===== src/rtl/game_pkg.sv =====
// Shared definitions for the brick-smash game flow: state encoding used by the
// sequencer, the play mechanism and the banner renderer.
package game_pkg;

  localparam int STATE_W = 3;

  typedef enum logic [STATE_W-1:0] {
    IDLE      = 3'd0,
    SERVE     = 3'd1,
    PLAY      = 3'd2,
    PAUSE     = 3'd3,
    LOST      = 3'd4,
    LVLUP     = 3'd5,
    GAME_OVER = 3'd6,
    WIN       = 3'd7
  } game_state_t;

  // Largest of three frame counts; sizes the shared frame timer.
  function automatic int max3(input int a, input int b, input int c);
    int m;
    m = (a > b) ? a : b;
    return (m > c) ? m : c;
  endfunction

endpackage


===== src/rtl/game_sequencer_frame_timer.sv =====
// Frame counter for the timed game states (serve hold, ball-lost and level-up
// banners). Counts frame ticks since the last clear and flags the target-th one.
module frame_timer #(
  parameter int TIMER_W = 8
) (
  input  logic               clk,
  input  logic               rst_n,
  input  logic               clear,
  input  logic               frame_tick,
  input  logic [TIMER_W-1:0] target,
  output logic               done
);

  logic [TIMER_W-1:0] count;

  // Tick counter; a tick arriving in the clear cycle is dropped, not counted.
  always_ff @(posedge clk or negedge rst_n) begin
    if (!rst_n) begin
      count <= '0;
    end else if (clear) begin
      count <= '0;
    end else if (frame_tick) begin
      count <= count + 1'b1;
    end
  end

  // The target-th tick after the clear cycle completes the interval.
  assign done = frame_tick & ~clear & (count == target - 1'b1);

endmodule


===== src/rtl/game_sequencer.sv =====
// Top-level game-flow sequencer for brick-smash: serves the ball, gates ball and
// paddle motion, and keeps lives, score and level. All outputs are registered.
module game_sequencer
  import game_pkg::*;
#(
  parameter int LIVES_INIT   = 3,
  parameter int SCORE_W      = 10,
  parameter int BRICK_POINTS = 1,
  parameter int MAX_LEVEL    = 4,
  parameter int SERVE_FRAMES = 60,
  parameter int LOST_FRAMES  = 90,
  parameter int LVL_FRAMES   = 120
) (
  input  logic               clk_100MHz,
  input  logic               reset_n,
  input  logic               start,
  input  logic               frame_tick,
  input  logic               brick_hit,
  input  logic               ball_lost,
  input  logic               bricks_clear,
  output logic [2:0]         state,
  output logic               ball_en,
  output logic               paddle_en,
  output logic               serve,
  output logic               wall_reload,
  output logic [2:0]         lives,
  output logic [SCORE_W-1:0] score,
  output logic [2:0]         level
);

  localparam int MAX_FRAMES = max3(SERVE_FRAMES, LOST_FRAMES, LVL_FRAMES);
  localparam int TIMER_W    = $clog2(MAX_FRAMES + 1);

  game_state_t        fsm_state;
  game_state_t        fsm_next;
  logic               start_q;
  logic               start_rise;
  logic               entry;
  logic               timer_done;
  logic [TIMER_W-1:0] timer_target;
  logic [2:0]         lives_next;
  logic [SCORE_W-1:0] score_next;
  logic [2:0]         level_next;
  logic               serve_next;
  logic               reload_next;

  // Adds one brick's worth of points, pinning at the top of the score range.
  function automatic logic [SCORE_W-1:0] sat_add(input logic [SCORE_W-1:0] a);
    logic [SCORE_W:0] sum;
    sum = {1'b0, a} + (SCORE_W+1)'(BRICK_POINTS);
    return sum[SCORE_W] ? '1 : sum[SCORE_W-1:0];
  endfunction

  assign start_rise = start & ~start_q;
  assign state      = fsm_state;

  // Interval length for whichever timed state is active.
  always_comb begin
    timer_target = TIMER_W'(SERVE_FRAMES);
    case (fsm_state)
      LOST:    timer_target = TIMER_W'(LOST_FRAMES);
      LVLUP:   timer_target = TIMER_W'(LVL_FRAMES);
      default: timer_target = TIMER_W'(SERVE_FRAMES);
    endcase
  end

  // The timer is held clear during the first cycle of every new state.
  frame_timer #(.TIMER_W(TIMER_W)) u_frame_timer (
    .clk        (clk_100MHz),
    .rst_n      (reset_n),
    .clear      (entry),
    .frame_tick (frame_tick),
    .target     (timer_target),
    .done       (timer_done)
  );

  // State register, start edge detector and new-state marker.
  always_ff @(posedge clk_100MHz or negedge reset_n) begin
    if (!reset_n) begin
      fsm_state <= IDLE;
      start_q   <= 1'b0;
      entry     <= 1'b0;
    end else begin
      fsm_state <= fsm_next;
      start_q   <= start;
      entry     <= (fsm_next != fsm_state);
    end
  end

  // Next state plus next values of lives, score, level and the one-cycle pulses.
  always_comb begin
    fsm_next    = fsm_state;
    lives_next  = lives;
    score_next  = score;
    level_next  = level;
    serve_next  = 1'b0;
    reload_next = 1'b0;
    case (fsm_state)
      IDLE: begin
        if (start_rise) begin
          fsm_next    = SERVE;
          lives_next  = 3'(LIVES_INIT);
          score_next  = '0;
          level_next  = 3'd1;
          serve_next  = 1'b1;
          reload_next = 1'b1;
        end
      end
      SERVE: begin
        if (timer_done) fsm_next = PLAY;
      end
      PLAY: begin
        // A brick hit counts even when the same cycle also leaves PLAY.
        if (brick_hit) score_next = sat_add(score);
        if (bricks_clear) begin
          if (level == 3'(MAX_LEVEL)) begin
            fsm_next = WIN;
          end else begin
            fsm_next   = LVLUP;
            level_next = level + 3'd1;
          end
        end else if (ball_lost) begin
          fsm_next   = LOST;
          lives_next = (lives == 3'd0) ? 3'd0 : lives - 3'd1;
        end else if (start_rise) begin
          fsm_next = PAUSE;
        end
      end
      PAUSE: begin
        if (start_rise) fsm_next = PLAY;
      end
      LOST: begin
        if (timer_done) begin
          if (lives == 3'd0) begin
            fsm_next = GAME_OVER;
          end else begin
            fsm_next   = SERVE;
            serve_next = 1'b1;
          end
        end
      end
      LVLUP: begin
        if (timer_done) begin
          fsm_next    = SERVE;
          serve_next  = 1'b1;
          reload_next = 1'b1;
        end
      end
      GAME_OVER, WIN: begin
        if (start_rise) fsm_next = IDLE;
      end
    endcase
  end

  // Registered outputs; enables follow the state being entered.
  always_ff @(posedge clk_100MHz or negedge reset_n) begin
    if (!reset_n) begin
      lives       <= 3'd0;
      score       <= '0;
      level       <= 3'd0;
      serve       <= 1'b0;
      wall_reload <= 1'b0;
      ball_en     <= 1'b0;
      paddle_en   <= 1'b0;
    end else begin
      lives       <= lives_next;
      score       <= score_next;
      level       <= level_next;
      serve       <= serve_next;
      wall_reload <= reload_next;
      ball_en     <= (fsm_next == PLAY);
      paddle_en   <= (fsm_next == PLAY) || (fsm_next == SERVE);
    end
  end

endmodule

===== config.mk =====
export PLATFORM = sky130hd
export DESIGN_NAME = game_sequencer
export DESIGN_NICKNAME = d
export VERILOG_FILES = /design/src/rtl/game_pkg.sv /design/src/rtl/game_sequencer_frame_timer.sv /design/src/rtl/game_sequencer.sv
export SDC_FILE = /design/constraint.sdc
export NUM_CORES = 1
export LEC_CHECK = 0
export BUFFER_PORTS_ARGS = -buffer_cell sky130_fd_sc_hd__buf_2
export CELL_PAD_IN_SITES_DETAIL_PLACEMENT = 1
export CELL_PAD_IN_SITES_GLOBAL_PLACEMENT = 2
export CORE_ASPECT_RATIO = 0.5
export CORE_UTILIZATION = 31
export DETAILED_ROUTE_END_ITERATION = 8
export GPL_ROUTABILITY_DRIVEN = 0
export MAX_ROUTING_LAYER = met4
export PLACE_DENSITY = 0.77
export SLEW_MARGIN = 20
export SYNTH_ARGS = -nofsm -noshare
export SYNTH_HDL_FRONTEND = slang
export SYNTH_SLANG_ARGS = --single-unit

===== constraint.sdc =====
create_clock -name clk_100MHz -period 1.85 [get_ports clk_100MHz]
set_input_delay 0.0925 -clock clk_100MHz [delete_from_list [all_inputs] [get_ports clk_100MHz]]
set_output_delay 0.0925 -clock clk_100MHz [all_outputs]
set_load 0.02 [all_outputs]

==> flow_metrics.env <==
export IMPL_status="finished clean"
export IMPL_setup_violations=0
export IMPL_dpl_cell_area_sq_mm=0.002122
export IMPL_synth_cells=189
export IMPL_dp_hpwl_mm=3.459
export IMPL_crit_arrival_ns=1.88
export IMPL_slew_headroom=0.4976
export IMPL_globalRouteTotalUtil=0.1797
export IMPL_drtPass1Iterations=4
export IMPL_syn_to_final_growth_pct=32.51
export IMPL_synth_area_sq_mm=0.001763
export IMPL_antenna_found_initial=0
export IMPL_seq_area_frac_synth=0.4542
export IMPL_clock_fmax_ghz=0.5711
export IMPL_grt_pass1_wl_mm=8.128
export IMPL_synthFlopType="dfrtp_1"
export IMPL_synth_seq_cells=32
export IMPL_hold_ws_ns=0.1290
export IMPL_drcViolationCount=0
export IMPL_numCtsBuffers=5
export IMPL_rsz0062_at_grt="yes"
export IMPL_dp_cells=303
export IMPL_drive_gt1_frac=0.3115
export IMPL_coreArea_sq_mm=0.005202
export IMPL_p_total_mw=2.540
export IMPL_crit_path_max_fanout=5
export IMPL_ys_async_sr_fraction=1.000
export IMPL_cts_tree="done"
export IMPL_layout_commonest_cell="dfrtp_1"
export IMPL_insertion_delay_ns=0.27
export IMPL_start_kind="register"
export IMPL_drtIter0Drc=42
export IMPL_antenna_left=0
export IMPL_multi_input_area_sq_um=934.6
export IMPL_cts_clk_slew_worst_paths_ns=0.05
export IMPL_seq_area_sq_um=803.3
export IMPL_synth_area_per_cell_sq_um=9.328
export IMPL_vias=1583
export IMPL_cts_buffer_depth=2
export IMPL_period_needed_ns=1.751
export IMPL_wire_per_inst_microns=14.87
export IMPL_grt_pass1_vias=1613
export IMPL_cp_required_ns=1.98
export IMPL_synth_nets=202
export IMPL_finalWirelength_mm=4.668
export IMPL_hold_class="in2reg"
export IMPL_synth_top_family_by_area="simple AND/OR/NAND/NOR gates"
export IMPL_max_cap_violations=0
export IMPL_synth_area_top_cells="dfrtp_1 (45%), nand2_1 (4.5%), ha_1 (4.3%)"
export IMPL_powerDensity_mw_per_mm2=1087
export IMPL_synthXorXnorAreaFrac=0.04471
export IMPL_synth_compound_gate_area_share=0.1434
export IMPL_synth_area_leader_cell="dfrtp_1"
export IMPL_power_leakage_nw=1.072
export IMPL_fp_row_count=18
export IMPL_p_int_mw=1.705
export IMPL_start_util=0.3389
export IMPL_die_width_microns=108.7
export IMPL_max_vdd_ir_drop_uv=543.9
export IMPL_synth_fa_ha_area_frac=0.04258
export IMPL_finalHoldViolations=0
export IMPL_slew_viol_final=0
export IMPL_p_sw_uw=835.1
export IMPL_finalNetCount=256
export IMPL_port_buffers=29
export IMPL_die_area_sq_mm=0.006011
export IMPL_crit_path_end_kind="register"
export IMPL_comb_power_share=0.314
export IMPL_grt_overflow_total=0
export IMPL_power_frac_seq=0.366
export IMPL_boundaryPins=30
export IMPL_root_buffer="clkbuf_16"
export IMPL_criticalPathCategory="reg2reg"
export IMPL_period_share=0.9464
export IMPL_rrSetupSlack_ns=0.1
export IMPL_vias_per_cell=5.041
export IMPL_h_tree_depth=2
export IMPL_grt_max_degree=33
export IMPL_fin_skew_ns=0.004083
export IMPL_utilization=0.4490
export IMPL_synth_mux_area_frac=0.02910
export IMPL_clkSinkCount=32
export IMPL_tightest_slew_ns=0.7535
export IMPL_synth_edff_count=0
export IMPL_mostFrequentLayoutCells="dfrtp_1 (30), buf_2 (29), buf_4 (22), nand2_1 (21), nor2_1 (19)"
export IMPL_fillers=633
export IMPL_finalNonFillerCells=314
export IMPL_num_antenna_cells=0
export IMPL_die_h_microns=55.33
export IMPL_yosys_warnings=0
export IMPL_yosys_area_share_simple=0.2441
export IMPL_synth_cell_type_count=44
export IMPL_finalInstanceArea_sq_mm=0.002336
export IMPL_switching_share=0.3288
export IMPL_netlist_area_leader_share=0.4542
export IMPL_clockPowerShare=0.320
registers in the layout, indices dropped and copies added, names as in the netlist:
signal,flops
state,3
paddle_en,1
u_frame_timer.count,7
start_q,1
ball_en,1
entry,1
wall_reload,1
lives,3
serve,1
level,3
score,10
power groups by stage:
stage / clock (mW) / sequential [mW] / combinational (mW)
final: 0.813 / 0.928 / 0.798
after global routing: 0.876 / 0.945 / 0.887
after CTS: 0.841 / 0.931 / 0.750
after detailed placement: 0 / 0.943 / 0.743
after global placement: 0 / 0.937 / 0.709
after floorplan: 0 / 0.983 / 0.412
routing by layer:
layer  wire length (microns)  part of all wire  global-route usage  vias to the layer above
li1                        -                 -                   -                      772
met1                    2326              0.50              0.2346                      779
met2                    2160              0.46              0.2740                       28
met3                     133             0.028             0.04250                        4
met4                      48             0.010             0.05792                        0
met5                       0                 0                   -                        -
final timing paths:
path	start	to	cells past startpoint
setup / recovery	state[2]$_DFF_PN0_	entry$_DFF_PN0_	6
hold / removal	ball_lost	entry$_DFF_PN0_	3
setup reg to reg	state[2]$_DFF_PN0_	entry$_DFF_PN0_	6
hold reg to reg	score[8]$_DFFE_PN0P_	score[8]$_DFFE_PN0P_	2
max in group asynchronous	reset_n	score[3]$_DFFE_PN0P_	2
min in group asynchronous	reset_n	wall_reload$_DFF_PN0_	2
kinds of logic after synthesis:
kind of cell	Yosys count
buffers and inverters	15
muxes	5
and+or+nand+nor	82
DFF	32
AOI/OAI and AO/OA	40
adders and majority gates	6
xor gates and xnor gates	9
cells in the mapped netlist, drive strengths merged (5+ instances only):
cell type  instances
dfrtp             32
nand2             22
nor2              20
a21oi             13
o21ai             10
inv                9
nand3              7
ha                 6
and3               5
buf                5
nor2b              5
xor2               5
critical path, cell delays in order (launching register included):
cell and delay (ns):
dfrtp_1 0.42, nand2b_1 0.16, o21ai_2 0.09, or4_4 0.54
nand3_4 0.09, mux2i_1 0.19, o2111ai_1 0.13
timing repair:
| action | in CTS | in global routing |
|---|---|---|
| hold buffers | 2 | 0 |
| setup buffers | 0 | 1 |
| setup endpoints to repair | 0 | 4 |
| hold endpoints to repair | 33 | 0 |
| resized for setup | 0 | 10 |
metrics by stage:
step	TNS [ns]	setup WS (ns)
6_report	0	0.09911
5_1_grt	-0.01279	-0.01279
4_1_cts	0	0.02976
3_5_place_dp	0	0.01794
3_3_place_gp	0	0.1168
2_1_floorplan	0	0.005931
area by class of cell:
cell class / instances / share of cell area
Multi-Input combinational cell: 142 / 0.4001
Timing Repair Buffer: 53 / 0.1414
Tap cell: 70 / 0.03749
Clock buffer: 8 / 0.06267
Inverter: 9 / 0.01446
Sequential cell: 32 / 0.3439
Power figures use the tool's default switching activity.
